`config.mk`:
```
export PLATFORM = sky130hd
export DESIGN_NAME = model_matrix_integer_transmitter
export DESIGN_NICKNAME = d
export VERILOG_FILES = /design/src/rtl/model_matrix_pkg.sv /design/src/rtl/model_matrix_index_counter.sv /design/src/rtl/model_matrix_integer_transmitter.sv
export SDC_FILE = /design/constraint.sdc
export NUM_CORES = 1
export LEC_CHECK = 0
export ABC_AREA = 0
export CORE_MARGIN = 3
export CORE_UTILIZATION = 55
export CTS_CLUSTER_DIAMETER = 50
export DETAILED_ROUTE_END_ITERATION = 8
export PLACE_DENSITY = 0.89
export SKIP_CTS_REPAIR_TIMING = 1
export SYNTH_ARGS = -nofsm -noshare
export SYNTH_HDL_FRONTEND = slang
export SYNTH_HIERARCHICAL = 1
export SYNTH_SLANG_ARGS = --single-unit
```
`constraint.sdc`:
```
create_clock -name CLK -period 8.41 [get_ports CLK]
set_input_delay 1.682 -clock CLK [delete_from_list [all_inputs] [get_ports CLK]]
set_output_delay 1.682 -clock CLK [all_outputs]
set_load 0.01 [all_outputs]
```
`src/rtl/model_matrix_pkg.sv`:
```
// Shared types and constants for the matrix element-stream source and its consumers.
// Used with or without MODEL_MATRIX_TRANSMITTER_TRANSPOSE_EN.
package model_matrix_pkg;

   localparam int DEF_DATA_SIZE    = 64;
   localparam int DEF_CONTROL_SIZE = 64;

   localparam logic [DEF_DATA_SIZE-1:0]    ZERO_DATA    = '0;
   localparam logic [DEF_DATA_SIZE-1:0]    ONE_DATA     = DEF_DATA_SIZE'(1);
   localparam logic [DEF_CONTROL_SIZE-1:0] ZERO_CONTROL = '0;
   localparam logic [DEF_CONTROL_SIZE-1:0] ONE_CONTROL  = DEF_CONTROL_SIZE'(1);

   typedef enum logic [2:0] {
      STARTER = 3'd0,
      FETCH   = 3'd1,
      LOAD    = 3'd2,
      EMIT    = 3'd3,
      WAIT    = 3'd4
   } state_t;

   // A degenerate matrix has nothing to send and completes immediately.
   function automatic logic size_is_zero(input logic [DEF_DATA_SIZE-1:0] size_a,
                                         input logic [DEF_DATA_SIZE-1:0] size_b);
      return (size_a == ZERO_DATA) || (size_b == ZERO_DATA);
   endfunction

endpackage

```
`src/rtl/model_matrix_index_counter.sv`:
```
// Matrix traversal counter: i/j loop indices plus a running word address, one step per element.
// MODEL_MATRIX_TRANSMITTER_TRANSPOSE_EN selects column-major order (j outer, i inner).
module model_matrix_index_counter
   import model_matrix_pkg::*;
#(
   parameter int DATA_SIZE    = DEF_DATA_SIZE,
   parameter int CONTROL_SIZE = DEF_CONTROL_SIZE
) (
   input  logic                 clk_i,
   input  logic                 rst_i,
   input  logic                 start_i,
   input  logic [DATA_SIZE-1:0] size_i_i,
   input  logic [DATA_SIZE-1:0] size_j_i,
   input  logic                 step_i,
   output logic [DATA_SIZE-1:0] addr_o,
   output logic                 first_o,
   output logic                 last_o
);

   localparam logic [DATA_SIZE-1:0]    ZERO_D = DATA_SIZE'(ZERO_DATA);
   localparam logic [DATA_SIZE-1:0]    ONE_D  = DATA_SIZE'(ONE_DATA);
   localparam logic [CONTROL_SIZE-1:0] ZERO_C = CONTROL_SIZE'(ZERO_CONTROL);
   localparam logic [CONTROL_SIZE-1:0] ONE_C  = CONTROL_SIZE'(ONE_CONTROL);

   logic [CONTROL_SIZE-1:0] i_q, i_d;
   logic [CONTROL_SIZE-1:0] j_q, j_d;
   logic [DATA_SIZE-1:0]    size_i_q, size_i_d;
   logic [DATA_SIZE-1:0]    size_j_q, size_j_d;
   logic [DATA_SIZE-1:0]    addr_q, addr_d;
   logic                    i_wrap;
   logic                    j_wrap;

   assign i_wrap = (i_q == CONTROL_SIZE'(size_i_q - ONE_D));
   assign j_wrap = (j_q == CONTROL_SIZE'(size_j_q - ONE_D));

   assign addr_o = addr_q;
   assign last_o = i_wrap && j_wrap;
`ifdef MODEL_MATRIX_TRANSMITTER_TRANSPOSE_EN
   assign first_o = (i_q == ZERO_C);
`else
   assign first_o = (j_q == ZERO_C);
`endif

   always_comb begin
      i_d      = i_q;
      j_d      = j_q;
      size_i_d = size_i_q;
      size_j_d = size_j_q;
      addr_d   = addr_q;
      if (start_i) begin
         size_i_d = size_i_i;
         size_j_d = size_j_i;
         i_d      = ZERO_C;
         j_d      = ZERO_C;
         addr_d   = ZERO_D;
      end else if (step_i) begin
`ifdef MODEL_MATRIX_TRANSMITTER_TRANSPOSE_EN
         // Down a column the address strides by a full row; a new column restarts at row 0.
         if (!i_wrap) begin
            i_d    = i_q + ONE_C;
            addr_d = addr_q + size_j_q;
         end else begin
            i_d    = ZERO_C;
            j_d    = j_q + ONE_C;
            addr_d = DATA_SIZE'(j_q) + ONE_D;
         end
`else
         addr_d = addr_q + ONE_D;
         if (!j_wrap) begin
            j_d = j_q + ONE_C;
         end else begin
            j_d = ZERO_C;
            i_d = i_q + ONE_C;
         end
`endif
      end
   end

   always_ff @(posedge clk_i) begin
      if (rst_i) begin
         i_q      <= ZERO_C;
         j_q      <= ZERO_C;
         size_i_q <= ZERO_D;
         size_j_q <= ZERO_D;
         addr_q   <= ZERO_D;
      end else begin
         i_q      <= i_d;
         j_q      <= j_d;
         size_i_q <= size_i_d;
         size_j_q <= size_j_d;
         addr_q   <= addr_d;
      end
   end

endmodule

```
`src/rtl/model_matrix_integer_transmitter.sv`:
```
// Source end of the matrix element stream: fetches each element from word memory and hands it
// to the consumer one at a time. MODEL_MATRIX_TRANSMITTER_TRANSPOSE_EN emits in column-major order.
module model_matrix_integer_transmitter
   import model_matrix_pkg::*;
#(
   parameter int DATA_SIZE    = DEF_DATA_SIZE,
   parameter int CONTROL_SIZE = DEF_CONTROL_SIZE
) (
   input  logic                 CLK,
   input  logic                 RST,
   input  logic                 START,
   output logic                 READY,
   input  logic                 NEXT_ENABLE,
   output logic                 DATA_OUT_I_ENABLE,
   output logic                 DATA_OUT_J_ENABLE,
   input  logic [DATA_SIZE-1:0] SIZE_I_IN,
   input  logic [DATA_SIZE-1:0] SIZE_J_IN,
   output logic [DATA_SIZE-1:0] MEMORY_ADDRESS_OUT,
   output logic                 MEMORY_READ_ENABLE,
   input  logic [DATA_SIZE-1:0] MEMORY_DATA_IN,
   output logic [DATA_SIZE-1:0] DATA_OUT
);

   state_t               state_q, state_d;
   logic [DATA_SIZE-1:0] data_buf_q, data_buf_d;
   logic [DATA_SIZE-1:0] data_out_q, data_out_d;
   logic                 i_enable_q, i_enable_d;
   logic                 j_enable_q, j_enable_d;
   logic                 ready_q, ready_d;

   logic                 cnt_start;
   logic                 cnt_step;
   logic [DATA_SIZE-1:0] cnt_addr;
   logic                 cnt_first;
   logic                 cnt_last;

   model_matrix_index_counter #(
      .DATA_SIZE    (DATA_SIZE),
      .CONTROL_SIZE (CONTROL_SIZE)
   ) u_index_counter (
      .clk_i    (CLK),
      .rst_i    (RST),
      .start_i  (cnt_start),
      .size_i_i (SIZE_I_IN),
      .size_j_i (SIZE_J_IN),
      .step_i   (cnt_step),
      .addr_o   (cnt_addr),
      .first_o  (cnt_first),
      .last_o   (cnt_last)
   );

   always_comb begin
      state_d    = state_q;
      data_buf_d = data_buf_q;
      data_out_d = data_out_q;
      i_enable_d = 1'b0;
      j_enable_d = 1'b0;
      ready_d    = 1'b0;
      cnt_start  = 1'b0;
      cnt_step   = 1'b0;
      unique case (state_q)
         STARTER: begin
            if (START) begin
               cnt_start = 1'b1;
               if (size_is_zero(DEF_DATA_SIZE'(SIZE_I_IN), DEF_DATA_SIZE'(SIZE_J_IN))) begin
                  ready_d = 1'b1;
               end else begin
                  state_d = FETCH;
               end
            end
         end
         FETCH: begin
            state_d = LOAD;
         end
         LOAD: begin
            data_buf_d = MEMORY_DATA_IN;
            state_d    = EMIT;
         end
         EMIT: begin
            data_out_d = data_buf_q;
            i_enable_d = cnt_first;
            j_enable_d = !cnt_first;
            state_d    = WAIT;
         end
         WAIT: begin
            if (NEXT_ENABLE) begin
               if (cnt_last) begin
                  ready_d = 1'b1;
                  state_d = STARTER;
               end else begin
                  cnt_step = 1'b1;
                  state_d  = FETCH;
               end
            end
         end
         default: begin
            state_d = STARTER;
         end
      endcase
   end

   always_ff @(posedge CLK) begin
      if (RST) begin
         state_q    <= STARTER;
         data_buf_q <= '0;
         data_out_q <= '0;
         i_enable_q <= 1'b0;
         j_enable_q <= 1'b0;
         ready_q    <= 1'b0;
      end else begin
         state_q    <= state_d;
         data_buf_q <= data_buf_d;
         data_out_q <= data_out_d;
         i_enable_q <= i_enable_d;
         j_enable_q <= j_enable_d;
         ready_q    <= ready_d;
      end
   end

   // The strobe is decoded from the registered state, so it never depends on an input.
   assign MEMORY_READ_ENABLE = (state_q == FETCH);
   assign MEMORY_ADDRESS_OUT = cnt_addr;
   assign DATA_OUT           = data_out_q;
   assign DATA_OUT_I_ENABLE  = i_enable_q;
   assign DATA_OUT_J_ENABLE  = j_enable_q;
   assign READY              = ready_q;

endmodule

```
==> impl_metrics.ini <==
[power]
power.share.sequential = 0.393
power_frac_clock = 0.413
power.internal_w = 0.00428
powerDensity_nw_per_um2 = 214
swShare = 0.295
p_comb_frac = 0.195
switchingPower_w = 0.00179
total_power_w = 0.00608
vdd_drop_max_mv = 0.174
p_leak_nw = 10.1

[floorplanning]
die_w_um = 211
core_um2 = 41100
die_h_um = 211
initial_utilization = 0.561
die_area_um2 = 44400
ios = 328
core.rowCount = 74

[synth]
ys_ff_latch = 454
synth_area_um2 = 23100
synthArstFlopShare = 0
synth.distinct_cells = 76
yosys_warnings = 6
synth_edf_count = 0
ys_seq_area_frac = 0.394
avgSynthCellArea_um2 = 8.11
syn_nets = 3047
synth-main-ff-cell = dfxtp_1
syn_inst = 2845

[sta]
min_period_over_period = 0.899
maxSlewHeadroom = 0.214
worstMarginPinSlew_ns = 1.18
report.final.slew_viol_count = 0
hold_viol = 0
rsz0062_at_grt = false
max_freq_mhz = 132
setup_violations = 0
post-route-min-period_ns = 7.56
clock_skew_ns = 0.0252
tns_ns = 0

[routing]
ant_nets = 0
wl_um = 75600
drc = 0
vias = 22300
top_layer = met4
dr_wl_met3_um = 5030
dr_wl_met2_um = 36600
drt_iter0_markers = 2263
met1Wirelength_um = 30400
via_per_inst = 6.10
wl_per_cell_um = 20.7
firstDrtPassIters = 8

[place]
portBuffers = 327
place.gp.congestion = 0.973
dp_hpwl_um = 55500

[clock_network]
clockBufferDepth = 3
root_buffer = clkbuf_16
clkLatencyLatePin_ns = 0.60
cts.htree.levels = 2
cts_sinks = 454
cts_tree = done
numCtsBuffers = 51
clkTransAtPathRegs_ns = 0.06

[global_route]
grt_max_degree = 135
grt_pass1_vias = 21600
antenna_found_initial = 1
track_usage = 0.327
grt_pass1_wl_um = 118000
grt.overflow.total = 0

[worst_setup_path]
arrival_ns = 8.00
crit_path_end_kind = flop
r2r_slack_ns = 0.85
worst-path-max-fanout = 17
critical_path_class = flop to flop
timing.rr.end = u_index_counter/addr_o[58]
r2r_cells = 21
crit_path_start_kind = flop
worstPathRequired_ns = 8.85
r2r_start = u_index_counter/size_j_q[18]

[hold_path]
hold_start = data_buf_q[44]
min_to = DATA_OUT[44]
hold_depth = 2
hold_class = flop to flop

[cells_and_area]
mostFrequentLayoutCells = dfxtp_1, nand2_1, nor2_1, clkdlybuf4s50_1, a21oi_1
layout_commonest_cell = dfxtp_1
fin_util = 0.691
nNetsFinal = 3286
drive_above_1_share = 0.0528
area.growth.synth_to_final_pct = 23.2

[run_status]
outcome = completed

[flow_run]
maxCapViolations = 0
==> power by group through the flow <==
| stage | registers (W) | logic, W | clock network (W) |
|---|---|---|---|
| after floorplan | 0.00237 | 0.000838 | 0 |
| after global routing | 0.00240 | 0.00128 | 0.00262 |
| final | 0.00239 | 0.00118 | 0.00251 |
| after global placement | 0.00242 | 0.00115 | 0 |
| after CTS | 0.00238 | 0.00117 | 0.00253 |
| after detailed placement | 0.00243 | 0.00116 | 0 |
==> worst max-delay path, stage by stage (launching register included) <==
cell and delay [ns]:
dfxtp_1 0.38, or4_4 0.64, nor4_1 0.48, nand3_1 0.52
or3_1 0.55, and3b_1 0.18, o2111ai_1 0.25, or4_1 0.24
or3_1 0.23, nor4_1 0.13, nor4_2 0.22, buf_4 0.27
and3_1 0.31, nand3_1 0.18, or2_2 0.39, nor3_1 0.57
nand3_1 0.40, or3_1 0.49, or3_1 0.45, nor3_1 0.29
xnor2_1 0.18, nor2_1 0.06
==> registers in the layout, summed over array words and instances, names as in the netlist <==
name,cells
u_index_counter/addr_o,64
READY,1
u_index_counter/size_j_q,64
DATA_OUT,64
DATA_OUT_I_ENABLE,1
u_index_counter/size_i_q,64
u_index_counter/j_q,64
DATA_OUT_J_ENABLE,1
u_index_counter/i_q,64
data_buf_q,64
state_q,3
==> worst max-delay path by stage <==
| stage | cells after the start | slack [ns] | endpoint | start |
|---|---|---|---|---|
| after floorplan | 26 | 1.74 | u_index_counter/addr_o[59] | u_index_counter/size_j_q[0] |
| after global placement | 21 | 1.38 | u_index_counter/addr_o[58] | u_index_counter/size_j_q[18] |
| after detailed placement | 21 | 1.18 | u_index_counter/addr_o[58] | u_index_counter/size_j_q[18] |
| after CTS | 21 | 1.08 | u_index_counter/addr_o[58] | u_index_counter/size_j_q[18] |
| after global routing | 21 | 0.47 | u_index_counter/addr_o[58] | u_index_counter/size_j_q[18] |
| final | 21 | 0.85 | u_index_counter/addr_o[58] | u_index_counter/size_j_q[18] |
==> cell usage after synthesis, drive strengths merged, types with 11 or more instances <==
cell | count | area [um^2]
or4 | 46 | 360
a31oi | 15 | 93.8
o31ai | 26 | 195
a21oi | 213 | 1070
nand3 | 98 | 495
a31o | 11 | 96.3
xor2 | 136 | 1190
inv | 29 | 109
nand2b | 12 | 82.6
and3 | 56 | 350
nor3 | 73 | 365
or3 | 59 | 369
clkbuf | 114 | 428
dfxtp | 454 | 9090
xnor2 | 160 | 1400
buf | 45 | 279
or2 | 14 | 87.6
nand4 | 78 | 488
nand3b | 12 | 90.1
and4 | 21 | 184
nor4 | 110 | 722
nor2 | 355 | 1340
o21ai | 51 | 255
nand2 | 396 | 1490
mux2i | 140 | 1400
==> stage by stage <==
stage | cells | hold slack, ns | worst slack, ns | cell area, um^2
6_report | 3660 | 0.452 | 0.848 | 28400
3_3_place_gp | 3563 | 0.436 | 1.38 | 26500
2_1_floorplan | 2845 | 0.432 | 1.74 | 23100
5_1_grt | 3660 | 0.469 | 0.467 | 28400
3_5_place_dp | 3563 | 0.441 | 1.18 | 26500
4_1_cts | 3659 | 0.452 | 1.08 | 28400
==> cells by family after synthesis <==
family / synth area share
and+or+nand+nor: 0.295
DFF: 0.394
AOI/OAI and AO/OA: 0.0989
xor gates and xnor gates: 0.112
buffers and inverters: 0.0354
muxes: 0.0612
adders and majority gates: 0.00325
==> cell type report <==
type,instances,area [um^2]
Timing Repair Buffer,345,3420
Tap cell,532,666
Antenna cell,1,2.50
Clock inverter,29,467
Clock buffer,67,1460
Fill cell,3214,12700
Multi-Input combinational cell,2203,13200
Sequential cell,454,9090
Inverter,29,109
==> routing by layer <==
metal	track usage	vias up
met5	0	-
met2	0.560	899
met3	0.0536	219
met1	0.412	10700
li1	-	10500
met4	0.134	0
Note: power is estimated with default switching activity, not from simulation.
==> RTL edit (config.mk and constraints unchanged) <==
Build with the macro `MODEL_MATRIX_TRANSMITTER_TRANSPOSE_EN` defined.
--- a/src/rtl/model_matrix_index_counter.sv
+++ b/src/rtl/model_matrix_index_counter.sv
@@ -1,4 +1,6 @@
 // Matrix traversal counter: i/j loop indices plus a running word address, one step per element.
 // MODEL_MATRIX_TRANSMITTER_TRANSPOSE_EN selects column-major order (j outer, i inner).
+`define MODEL_MATRIX_TRANSMITTER_TRANSPOSE_EN
+
 module model_matrix_index_counter
    import model_matrix_pkg::*;
Function: no difference found for any inputs over 4 cycles, from zero or initial values and one cycle with RST high; that may be too few to reach the edited logic, so the function may still have changed.
==> RTL edit against the unedited design <==
Routed wire length up 30%; power up 2.5%; sequential share of layout area down 4.6 points; sequential cell count unchanged; worst setup slack better by 0.51 ns; critical path type unchanged; synthesized area up 21%; count of clock-buffer cells in the layout up 8; cell area up 17%; critical endpoint is now u_index_counter/addr_o[31]$_SDFFE_PP0P_; synthesized cell count up 26%.
==> RTL edit: results (changes against the unedited design) <==
place:
  dp_hpwl_um: 72070  # +30%
  gp_congestion: 1.036  # +6.5%
  io_buffers: 327  # unchanged
  placed_area_um2: 31330  # +18%
  numPlacedInstances: 4360  # +22%
final_layout:
  final_layout_size_suffix_gt1_frac: 0.05403  # +0.001266
  multi_input_area_um2: 17720  # +34%
  layout.nets: 4018  # +22%
  fill_cells: 4007  # +25%
critical_path:
  rrSetupSlack_ns: 1.36  # +0.51 ns
  path_max_fanout: 58  # +41
  crit_arrival_ns: 7.57  # -0.43 ns
clock_network:
  clk_pin_slew_ns: 0.06  # about the same
  h-tree-depth: 2  # unchanged
  cts_buffers: 55  # +7.8%
  root_buffer: "clkbuf_16"
  cts_buffer_depth: 3  # unchanged
  clk_latency_ns: 0.64  # +0.04 ns
yosys:
  syn-instance-count: 3575  # +26%
  ys_async_sr_fraction: 0  # unchanged
  synthTopCellsByArea: "dfxtp_1 (33%), xnor2_1 (6.8%), nand2_1 (6.0%)"
  netlist_top_cells_count: "dfxtp_1 (454), nand2_1 (447), nor2_1 (387)"
  ys_types: 90  # +18%
  synthesis.nets: 3840  # +26%
  yosys_warnings: 6  # unchanged
  synth-seq-area-share: 0.3251  # -0.06880
run_status:
  status: "completed"
sta:
  skew_ns: 0.03435  # +0.009141 ns
  worst_slew_pin_slew_ns: 1.353  # +0.1730 ns
global_route:
  grt_pass1_vias: 26990  # +25%
  grt_pass1_wl_um: 150800  # +28%
  antenna_found_initial: 7  # +6
  grt_max_degree: 121  # -10%
  grtUsageTotal: 0.3514  # +0.02428
routing:
  routed_wirelength_um: 98350  # +30%
  drtIter0Drc: 3184  # +41%
  drt_pre_antenna_iters: 6  # -2
  routedWlPerCell_um: 22.04  # +6.7%
  vias_per_cell: 6.450  # +5.7%
power:
  max-vdd-ir-drop_uv: 164.7  # -5.1%
  leakagePower_nw: 11.88  # +18%
  intPower_mw: 4.246  # -0.88%
hold_path:
  hold_path.class: "reg -> reg"
RTL edit: stage by stage:
step           hold slack [ns]  total power [mW]  setup WS, ns
2_1_floorplan           0.4321             3.335         2.319
3_3_place_gp            0.4367             3.736         1.820
3_5_place_dp            0.4434             3.751         1.530
4_1_cts                 0.4517             6.196         1.545
5_1_grt                 0.4601             6.443        0.7669
6_report                0.4517             6.231         1.359
RTL edit: final cells by class:
cell class / instances / area share
Tap cell: 664 / 0.02500
Clock inverter: 23 / 0.01054
Antenna cell: 4 / 0.0003012
Multi-Input combinational cell: 2837 / 0.5332
Timing Repair Buffer: 360 / 0.1061
Sequential cell: 454 / 0.2735
Inverter: 45 / 0.005082
Clock buffer: 75 / 0.04638
RTL edit: final timing paths:
check	cells after the start	startpoint	to
hold / removal	2	DATA_OUT[36]$_SDFFE_PP0N_	DATA_OUT[36]$_SDFFE_PP0N_
setup reg to reg	18	u_index_counter/size_i_q[2]$_SDFFE_PP0P_	u_index_counter/addr_o[31]$_SDFFE_PP0P_
hold reg to reg	2	DATA_OUT[36]$_SDFFE_PP0N_	DATA_OUT[36]$_SDFFE_PP0N_
setup / recovery	18	u_index_counter/size_i_q[2]$_SDFFE_PP0P_	u_index_counter/addr_o[31]$_SDFFE_PP0P_
RTL edit: kinds of logic (layout without fill, tap and decap cells):
kind of cell	count (synthesis)	after routing	synth area share
and+or+nand+nor	1550	1550	0.2786
AOI/OAI and AO/OA	701	701	0.1540
DFF	454	454	0.3251
xor gates and xnor gates	371	371	0.1162
buffers and inverters	284	503	0.04256
muxes	146	146	0.05241
adders and majority gates	69	69	0.03115
other	0	4	0
RTL edit: worst max-delay path: stages, from the launching register on:
cell	delay [ns]
dfxtp_1	0.42
nor3_1	0.67
nand3_1	0.14
buf_4	0.22
nor3_2	0.51
nand4b_1	0.22
xnor2_1	0.21
or4b_1	0.60
nor2_1	0.11
or4b_2	0.60
nor4_1	0.73
o2111a_1	0.41
nor4_2	0.11
buf_4	0.37
buf_4	0.31
nand2_1	0.52
buf_4	0.36
nor3_1	0.08
a211o_1	0.31
RTL edit: routing by layer:
layer	up-vias	global-route usage	wire length (um)
met4	4	0.2092	6390
met5	-	0	27
met1	13440	0.4362	37340
li1	13160	-	-
met2	1792	0.5532	43700
met3	392	0.08616	10890
RTL edit: power groups by stage:
stage | Clock (mW) | Combinational [mW] | Sequential (mW)
finish | 2.47 | 1.35 | 2.42
global route | 2.57 | 1.44 | 2.43
CTS | 2.47 | 1.31 | 2.41
detailed placement | 0 | 1.30 | 2.45
global placement | 0 | 1.29 | 2.45
floorplan | 0 | 0.954 | 2.38
